File: src/rtl/vcfg_if.sv
// Request/response bus between the scalar core and the vector configuration unit.
// Both channels use the same handshake: the source raises valid together with its
// payload and holds both stable until the cycle where valid & ready are both high;
// that cycle is the transfer. ready may be raised or dropped independently of valid.
interface vcfg_if #(
    parameter int XLEN = 64
);
    logic            req_valid;
    logic            req_ready;
    logic [31:0]     req_insn;
    logic [XLEN-1:0] req_rs1;
    logic [XLEN-1:0] req_rs2;
    logic            resp_valid;
    logic            resp_ready;
    logic [XLEN-1:0] resp_rd;
    logic            resp_illegal;

    // Scalar core side.
    modport master (
        output req_valid, req_insn, req_rs1, req_rs2, resp_ready,
        input  req_ready, resp_valid, resp_rd, resp_illegal
    );

    // Configuration unit side.
    modport slave (
        input  req_valid, req_insn, req_rs1, req_rs2, resp_ready,
        output req_ready, resp_valid, resp_rd, resp_illegal
    );
endinterface

File: src/rtl/vcfg_unit.sv
// Executes vsetvli / vsetivli / vsetvl: decodes the configuration instruction,
// validates the requested vtype (including the vlut/vreuse fields), computes VLMAX
// and the new vl, owns the architectural vl/vtype and returns rd to the core.
// vtype layout: [2:0] vlmul, [5:3] vsew, [6] vta, [7] vma, [10:8] vlut,
//               [11] vreuse, [12] vill.
module vcfg_unit #(
    parameter int XLEN = 64,
    parameter int VLEN = 1024,
    parameter int ELEN = 64
) (
    input  logic            clk_i,
    input  logic            rst_i,
    input  logic            flush_i,
    input  logic            backend_idle_i,
    vcfg_if.slave           bus,
    output logic [XLEN-1:0] vl_o,
    output logic [12:0]     vtype_o,
    output logic [1:0]      dbg_state_o
);
    typedef enum logic [1:0] {
        IDLE   = 2'd0,
        DECODE = 2'd1,
        DRAIN  = 2'd2,
        RESP   = 2'd3
    } state_e;

    localparam logic [6:0]      OPCODE_VEC = 7'b1010111;
    localparam logic [2:0]      OPCFG      = 3'b111;
    localparam logic [2:0]      LMUL_RSVD  = 3'b100;
    localparam logic [2:0]      VLUT_MAX   = 3'd5;   // CB256
    localparam logic [12:0]     VTYPE_VILL = 13'h1000;
    localparam logic [10:0]     ELEN_W     = 11'(ELEN);
    localparam logic [XLEN-1:0] VLEN_X     = XLEN'(VLEN);

    state_e          state;
    logic [31:0]     insn_q;
    logic [XLEN-1:0] rs1_q, rs2_q;
    logic [11:0]     cand_q;
    logic            vill_q, illegal_q, keep_q;
    logic [XLEN-1:0] vlmax_q, avl_q;
    logic            resp_valid_q, resp_illegal_q;
    logic [XLEN-1:0] resp_rd_q;
    logic [XLEN-1:0] vl_q;
    logic [12:0]     vtype_q;

    // Decode fields of the latched instruction.
    logic       is_cfg, is_vli, is_ivli, is_vl, legal;
    logic [4:0] rd_f, rs1_f;
    assign is_cfg  = (insn_q[6:0] == OPCODE_VEC) && (insn_q[14:12] == OPCFG);
    assign is_vli  = ~insn_q[31];
    assign is_ivli = (insn_q[31:30] == 2'b11);
    assign is_vl   = (insn_q[31:25] == 7'b1000000);
    assign legal   = is_cfg && (is_vli || is_ivli || is_vl);
    assign rd_f    = insn_q[11:7];
    assign rs1_f   = insn_q[19:15];

    logic [11:0]     cand;
    logic            high_bits;
    logic [2:0]      vlmul, vsew, vlut, frac_shift;
    logic [10:0]     sew_bits, elen_frac;
    logic            vill;
    logic [XLEN-1:0] vlmax_base, vlmax, avl;

    // Assemble the requested vtype from the immediate or rs2, depending on the form.
    always_comb begin
        cand      = '0;
        high_bits = 1'b0;
        if (is_ivli) begin
            cand[7:0]  = insn_q[27:20];
            cand[10:8] = {1'b0, insn_q[29:28]};
        end else if (is_vl) begin
            cand      = rs2_q[11:0];
            high_bits = |rs2_q[XLEN-1:12];
        end else begin
            cand[10:0] = insn_q[30:20];
        end
    end

    assign vlmul      = cand[2:0];
    assign vsew       = cand[5:3];
    assign vlut       = cand[10:8];
    assign frac_shift = 3'(3'd0 - vlmul);          // mf2->1, mf4->2, mf8->3
    assign sew_bits   = 11'd8 << vsew;
    assign elen_frac  = ELEN_W >> frac_shift;
    assign vill       = high_bits
                      || (vlmul == LMUL_RSVD)
                      || (sew_bits > ELEN_W)
                      || (vlmul[2] && (vlmul != LMUL_RSVD) && (sew_bits > elen_frac))
                      || (vlut > VLUT_MAX);
    assign vlmax_base = VLEN_X >> (4'(vsew) + 4'd3);

    // VLMAX scales by LMUL; forced to zero for an illegal vtype.
    always_comb begin
        vlmax = vlmul[2] ? (vlmax_base >> frac_shift) : (vlmax_base << vlmul[1:0]);
        if (vill) vlmax = '0;
    end

    // AVL source: uimm5, rs1, or all-ones when rs1=x0 asks for VLMAX.
    always_comb begin
        if (is_ivli)           avl = XLEN'(insn_q[19:15]);
        else if (rs1_f != '0)  avl = rs1_q;
        else                   avl = '1;
    end

    // New vl once the backend is drained.
    logic [XLEN-1:0] new_vl;
    always_comb begin
        new_vl = (avl_q < vlmax_q) ? avl_q : vlmax_q;
        if (vill_q)      new_vl = '0;
        else if (keep_q) new_vl = vl_q;
    end

    // Control FSM plus architectural vl/vtype and the registered response.
    always_ff @(posedge clk_i) begin
        if (rst_i) begin
            state          <= IDLE;
            insn_q         <= '0;
            rs1_q          <= '0;
            rs2_q          <= '0;
            cand_q         <= '0;
            vill_q         <= 1'b0;
            illegal_q      <= 1'b0;
            keep_q         <= 1'b0;
            vlmax_q        <= '0;
            avl_q          <= '0;
            resp_valid_q   <= 1'b0;
            resp_illegal_q <= 1'b0;
            resp_rd_q      <= '0;
            vl_q           <= '0;
            vtype_q        <= VTYPE_VILL;
        end else begin
            case (state)
                IDLE: begin
                    if (bus.req_valid) begin
                        insn_q <= bus.req_insn;
                        rs1_q  <= bus.req_rs1;
                        rs2_q  <= bus.req_rs2;
                        state  <= DECODE;
                    end
                end
                DECODE: begin
                    if (flush_i) begin
                        state <= IDLE;
                    end else begin
                        cand_q    <= cand;
                        vill_q    <= vill;
                        illegal_q <= ~legal;
                        keep_q    <= ~is_ivli && (rs1_f == '0) && (rd_f == '0);
                        vlmax_q   <= vlmax;
                        avl_q     <= avl;
                        state     <= DRAIN;
                    end
                end
                DRAIN: begin
                    if (flush_i) begin
                        state <= IDLE;
                    end else if (illegal_q) begin
                        resp_rd_q      <= '0;
                        resp_illegal_q <= 1'b1;
                        resp_valid_q   <= 1'b1;
                        state          <= RESP;
                    end else if (backend_idle_i || keep_q) begin
                        vl_q           <= new_vl;
                        vtype_q        <= vill_q ? VTYPE_VILL : {1'b0, cand_q};
                        resp_rd_q      <= new_vl;
                        resp_illegal_q <= 1'b0;
                        resp_valid_q   <= 1'b1;
                        state          <= RESP;
                    end
                end
                RESP: begin
                    if (bus.resp_ready) begin
                        resp_valid_q <= 1'b0;
                        state        <= IDLE;
                    end
                end
                default: state <= IDLE;
            endcase
        end
    end

    assign bus.req_ready    = (state == IDLE) && !rst_i;
    assign bus.resp_valid   = resp_valid_q;
    assign bus.resp_rd      = resp_rd_q;
    assign bus.resp_illegal = resp_illegal_q;
    assign vl_o             = vl_q;
    assign vtype_o          = vtype_q;
    assign dbg_state_o      = state;
endmodule

File: src/flat_wrapper.sv
// flat-port wrapper written by rule: the top's interface ports become plain ports
module vcfg_unit_flat 
#(
    parameter int XLEN = 64,
    parameter int VLEN = 1024,
    parameter int ELEN = 64
)
  (clk_i, rst_i, flush_i, backend_idle_i, vl_o, vtype_o, dbg_state_o, bus_req_valid, bus_req_insn, bus_req_rs1, bus_req_rs2, bus_resp_ready, bus_req_ready, bus_resp_valid, bus_resp_rd, bus_resp_illegal);
  vcfg_if #(.XLEN(XLEN)) bus_i ();
  input  logic clk_i;
  input  logic rst_i;
  input  logic flush_i;
  input  logic backend_idle_i;
  output logic [XLEN-1:0] vl_o;
  output logic [12:0] vtype_o;
  output logic [1:0] dbg_state_o;
  input wire logic [$bits(bus_i.req_valid)-1:0] bus_req_valid;
  input wire logic [$bits(bus_i.req_insn)-1:0] bus_req_insn;
  input wire logic [$bits(bus_i.req_rs1)-1:0] bus_req_rs1;
  input wire logic [$bits(bus_i.req_rs2)-1:0] bus_req_rs2;
  input wire logic [$bits(bus_i.resp_ready)-1:0] bus_resp_ready;
  output wire logic [$bits(bus_i.req_ready)-1:0] bus_req_ready;
  output wire logic [$bits(bus_i.resp_valid)-1:0] bus_resp_valid;
  output wire logic [$bits(bus_i.resp_rd)-1:0] bus_resp_rd;
  output wire logic [$bits(bus_i.resp_illegal)-1:0] bus_resp_illegal;
  assign bus_i.req_valid = bus_req_valid;
  assign bus_i.req_insn = bus_req_insn;
  assign bus_i.req_rs1 = bus_req_rs1;
  assign bus_i.req_rs2 = bus_req_rs2;
  assign bus_i.resp_ready = bus_resp_ready;
  assign bus_req_ready = bus_i.req_ready;
  assign bus_resp_valid = bus_i.resp_valid;
  assign bus_resp_rd = bus_i.resp_rd;
  assign bus_resp_illegal = bus_i.resp_illegal;
  vcfg_unit #(.XLEN(XLEN), .VLEN(VLEN), .ELEN(ELEN)) u_core (.clk_i(clk_i), .rst_i(rst_i), .flush_i(flush_i), .backend_idle_i(backend_idle_i), .bus(bus_i), .vl_o(vl_o), .vtype_o(vtype_o), .dbg_state_o(dbg_state_o));
endmodule
File: config.mk
export PLATFORM = sky130hd
export DESIGN_NAME = vcfg_unit_flat
export DESIGN_NICKNAME = d
export VERILOG_FILES = /design/src/rtl/vcfg_if.sv /design/src/rtl/vcfg_unit.sv /design/src/flat_wrapper.sv
export SDC_FILE = /design/constraint.sdc
export NUM_CORES = 1
export LEC_CHECK = 0
export ABC_CLOCK_PERIOD_IN_PS = 12130
export CORE_UTILIZATION = 40
export DETAILED_ROUTE_END_ITERATION = 12
export PLACE_DENSITY_LB_ADDON = 0.08
export SETUP_SLACK_MARGIN = 0.05
export SLEW_MARGIN = 10
export SYNTH_ARGS = -nofsm -noshare
export SYNTH_HDL_FRONTEND = slang
export SYNTH_SLANG_ARGS = --single-unit
File: constraint.sdc
create_clock -name clk_i -period 12.13 [get_ports clk_i]
set_input_delay 1.8195 -clock clk_i [delete_from_list [all_inputs] [get_ports clk_i]]
set_output_delay 1.8195 -clock clk_i [all_outputs]
set_load 0.005 [all_outputs]
* Word level (Yosys, flattened, before mapping)
Index checks and enable logic that the tools add are counted.
** Operators by class
- Mux-type cells :: 30
- $add $sub $neg :: 2
- Reductions and logical operators :: 28
- Magnitude comparators :: 4
- Equality and inequality tests :: 14
- Bitwise logic cells :: 5
- Shift operators :: 5
** Operators with widths (count)
- 64-bit two-way mux :: 9
- 64-bit less-than comparator :: 1
- 64-bit by 2-bit << shifter with 64-bit output :: 1
- 11-bit by 4-bit >> shifter with 64-bit output, first input constant :: 1
- 64-bit by 3-bit >> shifter with 64-bit output :: 1
- 52-bit OR reduction :: 1
- 11-bit two-way mux :: 2
- 7-bit == test, second input constant :: 2
- 13-bit two-way mux :: 1
- 2-bit two-way mux :: 6
- 11-bit > comparator :: 1
- 11-bit by 7-bit > comparator with 1-bit output, second input constant :: 1
- 4-bit by 3-bit << shifter with 11-bit output, first input constant :: 1
- 7-bit by 3-bit >> shifter with 11-bit output, first input constant :: 1
- 5-bit logical NOT :: 2
- 1-bit two-way mux :: 10
- 2-bit case mux with 4 select lines :: 1
- 4-bit AND reduction :: 2
- 1-bit logical AND :: 7
- 1-bit logical OR :: 7
- 2-bit == test, second input constant :: 3
- 3-bit == test, second input constant :: 2
- 2-bit inequality test, second input constant :: 3
- 3-bit AND reduction :: 2
- 14 further kinds :: 20
** Word-level totals
- Output and inout bits :: 146
- Register bits :: 448

* Longest topological paths before layout
- Word-level depth :: 10
- Depth in mapped cells :: 16

* Least setup slack after synthesis
Ideal clock, no wire load.
- Path type :: input to output
- Start :: input rst_i
- End :: output bus_req_ready
- Cell stages on the path :: 4
- Data required time :: 10.310 ns
- Slack :: 7.589 ns
- Data arrival time :: 2.721 ns
- Cell sequence :: clkbuf_1 -> clkbuf_1 -> clkbuf_1 -> nor3_1
** Between the ends
- Word-level cells in the longest chain between the ends :: 2
** RTL lines
- from (decl) :: line flat_wrapper.sv:11 : input logic rst_i;
- 1-bit logical NOT :: line vcfg_unit.sv:182 : assign bus.req_ready = (state == IDLE) && !rst_i;
- 1-bit logical AND :: line vcfg_unit.sv:182
- to (decl) :: line flat_wrapper.sv:22 : output wire logic [$bits(bus_i.req_ready)-1:0] bus_req_ready;
No other way between the ends.

* Worst setup path in the final report
- Start :: register u_core.insn_q[26]
- End :: register u_core.vlmax_q[10]
** Between the ends
- Word-level cells in the longest chain between the ends :: 10
- Elaborated cells between the ends (all ways) :: 25
- Those cells by class :: add/sub: 2; order compare: 3; eq/ne: 3; shift: 5; mux: 6; reduce/logical: 6
** RTL lines
- from (decl) :: line vcfg_unit.sv:36 : logic [31:0] insn_q;
- from (signal assigned) :: line vcfg_unit.sv:135 : insn_q <= bus.req_insn;
- 7-bit == test (*) :: line vcfg_unit.sv:52 : assign is_vl = (insn_q[31:25] == 7'b1000000);
- 11-bit two-way mux (*) :: line vcfg_unit.sv:71 : end else if (is_vl) begin
- 11-bit two-way mux (*) :: line vcfg_unit.sv:68 : if (is_ivli) begin
- named net u_core.cand[2] :: line vcfg_unit.sv:57 : logic [11:0] cand;
- 1-bit by 3-bit subtractor with 3-bit output :: line vcfg_unit.sv:82 : assign frac_shift = 3'(3'd0 - vlmul);
- 7-bit by 3-bit >> shifter with 11-bit output :: line vcfg_unit.sv:84 : assign elen_frac = ELEN_W >> frac_shift;
- 11-bit > comparator :: line vcfg_unit.sv:88 : || (vlmul[2] && (vlmul != LMUL_RSVD) && (sew_bits > elen_frac))
- 1-bit logical AND :: line vcfg_unit.sv:88
- 1-bit logical OR :: line vcfg_unit.sv:88
- 1-bit logical OR :: line vcfg_unit.sv:89 : || (vlut > VLUT_MAX);
- 64-bit two-way mux (*) :: line vcfg_unit.sv:95 : if (vill) vlmax = '0;
- to (signal assigned) :: line vcfg_unit.sv:149 : vlmax_q <= vlmax;
- to (decl) :: line vcfg_unit.sv:40 : logic [XLEN-1:0] vlmax_q, avl_q;
Mark *: on every way through the listed nets, which the timed path passes. The rest lies on a longest branch.
A chain may end at the register's enable or synchronous reset.

==> out/metrics.csv <==
stage;metric;value;unit
global_routing;grt_overflow;0;
floorplan;core-area;37600;um2
clock_tree;ctsHoldBuffers;0;
worst_setup_path;crit_start;u_core.insn_q[26];
synthesis;synth_top_area_share;51.8;%
global_routing;grt_pass1_wl;68500;um
layout;area_delta_synth_final;30.7;%
flow_run;drv_cap;0;
timing;fin_crit;4.76;ns
global_routing;grt_max_degree;107;
synthesis;synth_edf_count;0;
layout;fin_nets;2229;
worst_setup_path;timing.rr.end;u_core.vlmax_q[10];
clock_tree;post_cts_resized;0;
synthesis;ys_seq_area_share;51.8;%
floorplan;die-area;38900;um2
worst_hold_path;hold_path.class;register to register;
worst_setup_path;worstSetupPathType;register to register;
layout;fin_area;19900;um2
synthesis;syn_inst;1823;
synthesis;synth_area;15300;um2
worst_setup_path;required;12.60;ns
worst_setup_path;crit_top_cell;ha_1;
drt;avgViaCountPerCell;5.17;
timing;setup_tns;0;ns
synthesis;synthTopCellsByArea;dfxtp_1 52%, nand2_1 11%, a21oi_1 8.4%;
drt;drc;0;
timing;rsz0062_at_grt;no;
clock_tree;postCtsSetupBuffers;0;
drt;via_count;13400;
synthesis;async_reset_ff_share;0;%
layout;drive_gt1_share;4.97;%
clock_tree;root_buffer;clkbuf_16;
synthesis;ys_seq_elements;395;
drt;detail_route.first_pass.iterations;5;
worst_setup_path;crit_slowest_cell;or4_1;
worst_setup_path;worst-path-max-fanout;15;
timing;tightest_slew;1.11;ns
synthesis;synth-warning-count;0;
floorplan;num_rows;71;
worst_setup_path;worst_setup_path_end_kind;register;
worst_setup_path;r2r_cells;12;
global_routing;antenna_found_initial;4;
global_routing;gr-usage-all-layers;21.9;%
timing;fin_skew;0.0266;ns
worst_setup_path;critical_path_arrival;5.23;ns
worst_setup_path;r2r_start;u_core.insn_q[26];
placed_design;gp_congestion;0.911;
outcome;outcome;finished, final reports clean;
pwr;vdd_ir_drop_max;0.104;mV
clock_tree;cts_inserted_buffers;40;
floorplan;die_height;197;um
worst_setup_path;path_cells;or4_1, nor2_8, mux2i_2, clkinv_2, ha_1, nand2b_1, ha_1, nand4_1, o21ai_0, a21oi_1, nor4_2, a32o_1;
placed_design;port_buffers;311;
timing;slew_viol_final;0;
clock_tree;cts_buffer_depth;3;
floorplan;io_pins;312;
worst_setup_path;reg2reg_slack;7.37;ns
synthesis;avgSynthCellArea;8.37;um2
drt;totalWireLength;43500;um
timing;timing.final.crit_share;39.3;%
timing;slew_headroom;26.2;%
drt;initialDrtViolationCount;922;
clock_tree;clk_pin_slew_worst_paths;0.06;ns
synthesis;syn_nets;2010;
worst_setup_path;slowest_delay;0.77;ns
clock_tree;clock_latency;0.54;ns
drt;wire_per_inst;16.8;um
clock_tree;htreeDepth;2;
drt;ant_nets;0;
placed_design;place.detailed.hpwl;29200;um
timing;setup_viol;0;
timing;hold_viol;0;
placed_design;placed_cell_area;18600;um2
worst_setup_path;startpoint_type;register;
worst_setup_path;critPathCapture;u_core.vlmax_q[10];
timing;timing.fmax;0.210;GHz
clock_tree;clkSinkCount;395;
floorplan;initial_core_util;40.6;%
synthesis;ys_types;66;
pwr;leakage;7.20;nW
pwr;powerDensity;147;nW/um2
global_routing;grt_pass1_vias;12500;
synthesis;synth_top_cell_by_area;dfxtp_1;
clock_tree;cts_tree;built;
floorplan;die_w;197;um
synthesis;ys.flop_type;dfxtp_1;
## through the flow
stage	utilization [%]	hold slack (ns)	power, mW	instances	setup slack [ns]
after floorplan	-	0.431	1.58	1823	7.59
after global placement	49.5	0.437	1.70	2511	7.49
after detailed placement	49.5	0.444	1.71	2511	7.45
after CTS	53.0	0.453	2.95	2584	7.45
after global routing	53.1	0.464	3.05	2587	7.02
final	53.1	0.451	2.92	2587	7.37
## flip-flops by register name, indices dropped and copies added (netlist names)
| signal | flops |
|---|---|
| u_core.insn_q | 32 |
| u_core.bus.resp_illegal | 1 |
| u_core.illegal_q | 1 |
| u_core.rs1_q | 64 |
| u_core.bus.resp_rd | 64 |
| u_core.dbg_state_o | 2 |
| u_core.cand_q | 12 |
| u_core.rs2_q | 64 |
| u_core.vlmax_q | 11 |
| u_core.bus.resp_valid | 1 |
| u_core.vill_q | 1 |
| u_core.vtype_o | 13 |
| u_core.keep_q | 1 |
| u_core.avl_q | 64 |
| u_core.vl_o | 64 |
## Yosys cell counts, types with 15 or more instances
cell type  instances
a211oi_1          20
a21oi_1          256
a22oi_1           54
and2_1            55
clkbuf_1         135
dfxtp_1          395
ha_1              21
inv_1             19
nand2_1          441
nand3_1           27
nor2_1            95
nor2b_1           18
nor3_1            29
nor4_1            29
o211ai_1          60
o21ai_0           15
o31ai_1           24
## cell type report
| cell class | instances | area, um2 |
|---|---|---|
| repair buffers | 327 | 3240 |
| diodes | 3 | 7.51 |
| clock buffers | 59 | 1200 |
| well taps | 511 | 639 |
| fillers | 3597 | 17600 |
| inverters | 20 | 76.3 |
| multi-input cells | 1258 | 6730 |
| flip-flops and latches | 395 | 7910 |
| clock inverters | 14 | 135 |
## power by group
part / internal, mW / switching [mW] / leakage [nW]
Sequential: 1.35 / 0.0354 / 3.21
Clock: 0.733 / 0.511 / 0.670
Combinational: 0.122 / 0.175 / 3.32
## cell families after synthesis
family | share of synthesized area [%]
XOR/XNOR | 0.287
AO/OA/AOI/OAI | 18.7
flip-flops | 51.8
buffers and inverters | 4.28
adder cells (fa/ha/maj) | 1.72
multiplexers | 0.787
AND/OR/NAND/NOR | 22.4
## per-layer routing
layer,track usage [%],wire length (um)
met5,0,13
met4,7.12,1080
met3,4.40,2380
met2,34.9,20100
met1,29.5,19800
## critical path, delay by kind of cell, from the launching register on
kind                     cells  cell delay [ns]
AO/OA/AOI/OAI                3             0.58
adder cells (fa/ha/maj)      2             0.79
buffers and inverters        1             0.27
flip-flops                   1             0.35
multiplexers                 1             0.57
AND/OR/NAND/NOR              5             2.13
## cells in the final DEF, fill, tap and decap left out, drive strengths merged, types with 21 or more instances in the layout
master,netlist,final
ha,21,21
nor2,98,98
nand2,441,441
a22oi,54,54
nand3,27,27
o31ai,24,24
clkbuf,136,59
o211ai,60,60
and2,56,56
nor3,29,29
dfxtp,395,395
a21oi,256,256
nor4,31,31
clkdlybuf4s50,0,310
## how the worst min path moves through the flow
stage | from | end | slack (ns) | depth (start not counted)
5_1_grt | u_core.avl_q[29] | u_core.avl_q[29] | 0.46 | 2
4_1_cts | u_core.avl_q[55] | u_core.avl_q[55] | 0.45 | 2
3_5_place_dp | u_core.avl_q[17] | u_core.avl_q[17] | 0.44 | 2
2_1_floorplan | u_core.insn_q[3] | u_core.insn_q[3] | 0.43 | 2
3_3_place_gp | u_core.insn_q[4] | u_core.insn_q[4] | 0.44 | 2
6_report | u_core.insn_q[4] | u_core.insn_q[4] | 0.45 | 2
Note: power is estimated with default switching activity, not from simulation.
==> edit 1: new RTL, same flow settings <==
`XLEN` is set to 64 in 3 places; all go to 96.
--- a/src/rtl/vcfg_if.sv
+++ b/src/rtl/vcfg_if.sv
@@ -3,7 +3,7 @@
 // payload and holds both stable until the cycle where valid & ready are both high;
 // that cycle is the transfer. ready may be raised or dropped independently of valid.
 interface vcfg_if #(
-    parameter int XLEN = 64
+    parameter int XLEN = 96
 );
     logic            req_valid;
     logic            req_ready;
--- a/src/rtl/vcfg_unit.sv
+++ b/src/rtl/vcfg_unit.sv
@@ -4,7 +4,7 @@
 // vtype layout: [2:0] vlmul, [5:3] vsew, [6] vta, [7] vma, [10:8] vlut,
 //               [11] vreuse, [12] vill.
 module vcfg_unit #(
-    parameter int XLEN = 64,
+    parameter int XLEN = 96,
     parameter int VLEN = 1024,
     parameter int ELEN = 64
 ) (
--- a/src/flat_wrapper.sv
+++ b/src/flat_wrapper.sv
@@ -1,7 +1,7 @@
 // flat-port wrapper written by rule: the top's interface ports become plain ports
 module vcfg_unit_flat 
 #(
-    parameter int XLEN = 64,
+    parameter int XLEN = 96,
     parameter int VLEN = 1024,
     parameter int ELEN = 64
 )
Interface: changed (resized bus_req_rs1, bus_req_rs2, bus_resp_rd and vl_o); port bits go from 312 to 440. The function was not compared with the original's and may differ.
==> edit 1 against the unedited design <==
Setup slack worse by 550 ps. Count of clock-buffer cells in the layout up 28. Sequential cell count up 160. Worst hold slack worse by 1.5 ps. Final cell count up 36%. Total power up 39%. Critical path depth up 3. Synthesized area up 37%. Cell area up 38%. Global-route usage down 0.20 points. Critical path type unchanged. Routed wire length up 37%. Clock skew down 12 ps. Utilization up 0.24 points.
==> edit 1: results (changes against the unedited design) <==
post-detail-place hpwl 40900 µm (was 29200 µm); first-pass GRT wire length 93200 µm (was 68500 µm); CP peak stage delay 860 ps (was 770 ps); reg2reg end u_core.vlmax_q[1] (was u_core.vlmax_q[10]); Final Wtd Congestion 0.871 (was 0.911); ys async rst share 0 (unchanged); met2 routed WL 26900 µm (was 20100 µm); reg2reg setup slack 6820 ps (was 7370 ps); Commonest cells post-synth nand2_1, dfxtp_1, a21oi_1 (unchanged); Worst Hold End u_core.bus.resp_rd[2] (was u_core.insn_q[4]); starting DRC count in detailed routing 1065 (was 922); vias in the first global route 16900 (was 12500); routed metal-1 wire length 28000 µm (was 19800 µm); Final #Nets 3033 (was 2229); placed insts 3403 (was 2511); Critical Path Fanout Max 14 (was 15); CP max stage cell nor4_2 (was or4_1); clk pwr 1.74 mW (was 1.24 mW); layout cells sized above 1 0.0506 (was 0.0497); largest net degree at the start of global routing 109 (was 107); most area-consuming cells after synthesis dfxtp_1, nand2_1, a21oi_1 (unchanged); sequential power share 0.476 (was 0.473); IO buf count 439 (was 311); hold slack 449 ps (was 451 ps); final cell count without fillers 3512 (was 2587); switching fraction of total power 0.240 (was 0.247); met1 GRT Util 0.297 (was 0.295); part of the Yosys area used for sequential elements 0.531 (was 0.518); Post-CTS Hold Fix Bufs 0 (unchanged); met3 usage 0.0436 (was 0.0440); Highest Signal Layer met5 (unchanged); status finished, final reports clean (unchanged); syn nets 2722 (was 2010); library cells used by synthesis 73 (was 66); reg2reg path depth 15 (was 12); Max rail drop VDD 0.0000937 V (was 0.000104 V); Avg Vias per Cell 5.18 (was 5.17); clock skew 15.1 ps (was 26.6 ps); Num CTS Buffers 57 (was 40); post-route total power 4.06 mW (was 2.92 mW); Hold Startpoint u_core.bus.resp_rd[2] (was u_core.insn_q[4]); Avg Cell Area, Syn 8.47 µm² (was 8.37 µm²); TritonRoute pass-1 iters 8 (was 5); Total GRT Usage 0.217 (was 0.219); Placed Area 25600 µm² (was 18600 µm²); met2 usage 0.343 (was 0.349); Worst-Skew Late Latency 600 ps (was 540 ps); initial antenna violation count 6 (was 4); Pleak 9.82 nW (was 7.20 nW); routed wire length 59600 µm (was 43500 µm); met3 wire len 3380 µm (was 2380 µm); clk root buf clkbuf_16 (unchanged); CP arrival 5850 ps (was 5230 ps); dpl ws 6920 ps (was 7450 ps); Slew headroom 0.259 (was 0.262)
[edit 1: changes by cell type after synthesis, sizes merged, moves of 21 or more]
| cell | change |
|---|---|
| a21oi | +112 |
| a22oi | +31 |
| and2 | +33 |
| clkbuf | +40 |
| dfxtp | +160 |
| nand2 | +127 |
| nand3 | -21 |
| nor2 | +62 |
| o211ai | +35 |
| o21ai | +36 |
[edit 1: cell families after synthesis]
group	share of synthesized area
AO/OA/AOI/OAI	0.192
AND/OR/NAND/NOR	0.203
flip-flops	0.531
adder cells (fa/ha/maj)	0.0125
buffers and inverters	0.0421
multiplexers	0.0168
XOR/XNOR	0.00293
[edit 1: layout make-up]
cell class | instances | area [µm²]
fillers | 4883 | 24100
flip-flops and latches | 555 | 11100
multi-input cells | 1687 | 8990
repair buffers | 458 | 4540
clock buffers | 87 | 1640
well taps | 680 | 851
clock inverters | 17 | 224
inverters | 23 | 86.3
diodes | 5 | 12.5
[edit 1: worst max-delay path by stage]
stage | start | to | slack (ps) | cells past startpoint
after detailed placement | u_core.insn_q[26] | u_core.vlmax_q[1] | 6920 | 15
after floorplan | rst_i | bus_req_ready | 7630 | 4
after CTS | u_core.insn_q[26] | u_core.vlmax_q[1] | 6900 | 15
after global placement | u_core.insn_q[26] | u_core.vlmax_q[8] | 7010 | 15
after global routing | u_core.insn_q[26] | u_core.vlmax_q[1] | 6340 | 15
final | u_core.insn_q[26] | u_core.vlmax_q[1] | 6820 | 15
[edit 1: critical path, delay by kind of cell, from the launching register on]
| kind | cells | cell delay (ps) |
|---|---|---|
| mux | 1 | 680 |
| simple gates | 4 | 2040 |
| flops | 1 | 340 |
| fa+ha+maj | 3 | 1050 |
| buf+inv | 2 | 220 |
| compound gates | 5 | 930 |
==> edit 2: new RTL, same flow settings <==
Without the edit above. Put one more register stage on the output `dbg_state_o`, with the module's reset. The value now appears one clock later. The other outputs are not delayed to match.
--- a/src/rtl/vcfg_unit.sv
+++ b/src/rtl/vcfg_unit.sv
@@ -185,6 +185,12 @@
     assign bus.resp_illegal = resp_illegal_q;
     assign vl_o             = vl_q;
     assign vtype_o          = vtype_q;
-    assign dbg_state_o      = state;
+    always_ff @(posedge clk_i) begin
+        if (rst_i) begin
+            dbg_state_o <= '0;
+        end else begin
+            dbg_state_o <= state;
+        end
+    end
 endmodule
 
Behaviour: not the same (a bounded check fails within 4 cycles, from zero or initial values and one cycle with rst_i high).
==> edit 2 against the unedited design <==
Total power about the same. Final cell count up 0.62%. Global-route usage is 0.19 points lower. Worst hold slack got worse by 0.71 ps. Cell area up 0.43%. Highest routed layer is now met4. Combinational power grew 1%. Routed wire length fell by 0.74%. Setup slack got worse by 240 ps. Sequential cell count is 2 higher. Synthesized area up 0.59%. Clock skew shrank 6.6 ps. Count of clock-buffer cells in the layout up 7.
==> edit 2: results (changes against the unedited design) <==
status finished, final reports clean (unchanged); post-detail-place hpwl 28900 µm (was 29200 µm); Critical Path Fanout Max 18 (was 15); Compound-Gate Fraction of Synth Area 0.189 (was 0.187); final cell count without fillers 2603 (was 2587); Commonest cells post-synth nand2_1, dfxtp_1, a21oi_1 (unchanged); Pleak 7.22 nW (was 7.20 nW); met3 wire len 2180 µm (was 2380 µm); routed wire length 43100 µm (was 43500 µm); met3 usage 0.0361 (was 0.0440); Worst-Skew Late Latency 570 ps (was 540 ps); Final Wtd Congestion 0.864 (was 0.911); Placed Area 18700 µm² (was 18600 µm²); Slew headroom 0.296 (was 0.262); syn nets 2024 (was 2010); hold slack 450 ps (was 451 ps); post-synthesis mux area share 0.0133 (was 0.00787); Total GRT Usage 0.217 (was 0.219); met2 usage 0.346 (was 0.349); library cells used by synthesis 65 (was 66); largest net degree at the start of global routing 200 (was 107); reg2reg setup slack 7130 ps (was 7370 ps); Avg Vias per Cell 5.15 (was 5.17); Final #Nets 2241 (was 2229); met2 routed WL 20100 µm (about the same); initial antenna violation count 6 (was 4); most area-consuming cells after synthesis dfxtp_1, nand2_1, a21oi_1 (unchanged)
edit 2: cell count changes in the layout (fill, tap and decap cells not counted), moves of 10 or more:
cell	unedited run	this run
nand2_1	439	414
nor2_1	94	116
a22o_1	1	22
o31ai_1	24	3
inv_1	19	35
nor2b_1	18	6
and3_1	12	1
mux2i_1	7	17
edit 2: final cells by class:
type	instances	area (µm²)
fillers	3612	17700
flip-flops and latches	397	7950
multi-input cells	1254	6740
repair buffers	323	3220
clock buffers	66	1250
well taps	511	639
inverters	35	131
clock inverters	11	77.6
diodes	6	15.0
edit 2: worst max-delay path: stages (launching register included):
cell,delay (ps)
dfxtp_1,340
nor4_2,670
nand2_2,410
a21oi_1,890
inv_1,330
ha_1,530
nand2b_1,210
ha_1,280
a21oi_1,120
o21ai_0,100
o211ai_1,110
o211a_1,310
or4b_1,450
a21oi_1,150
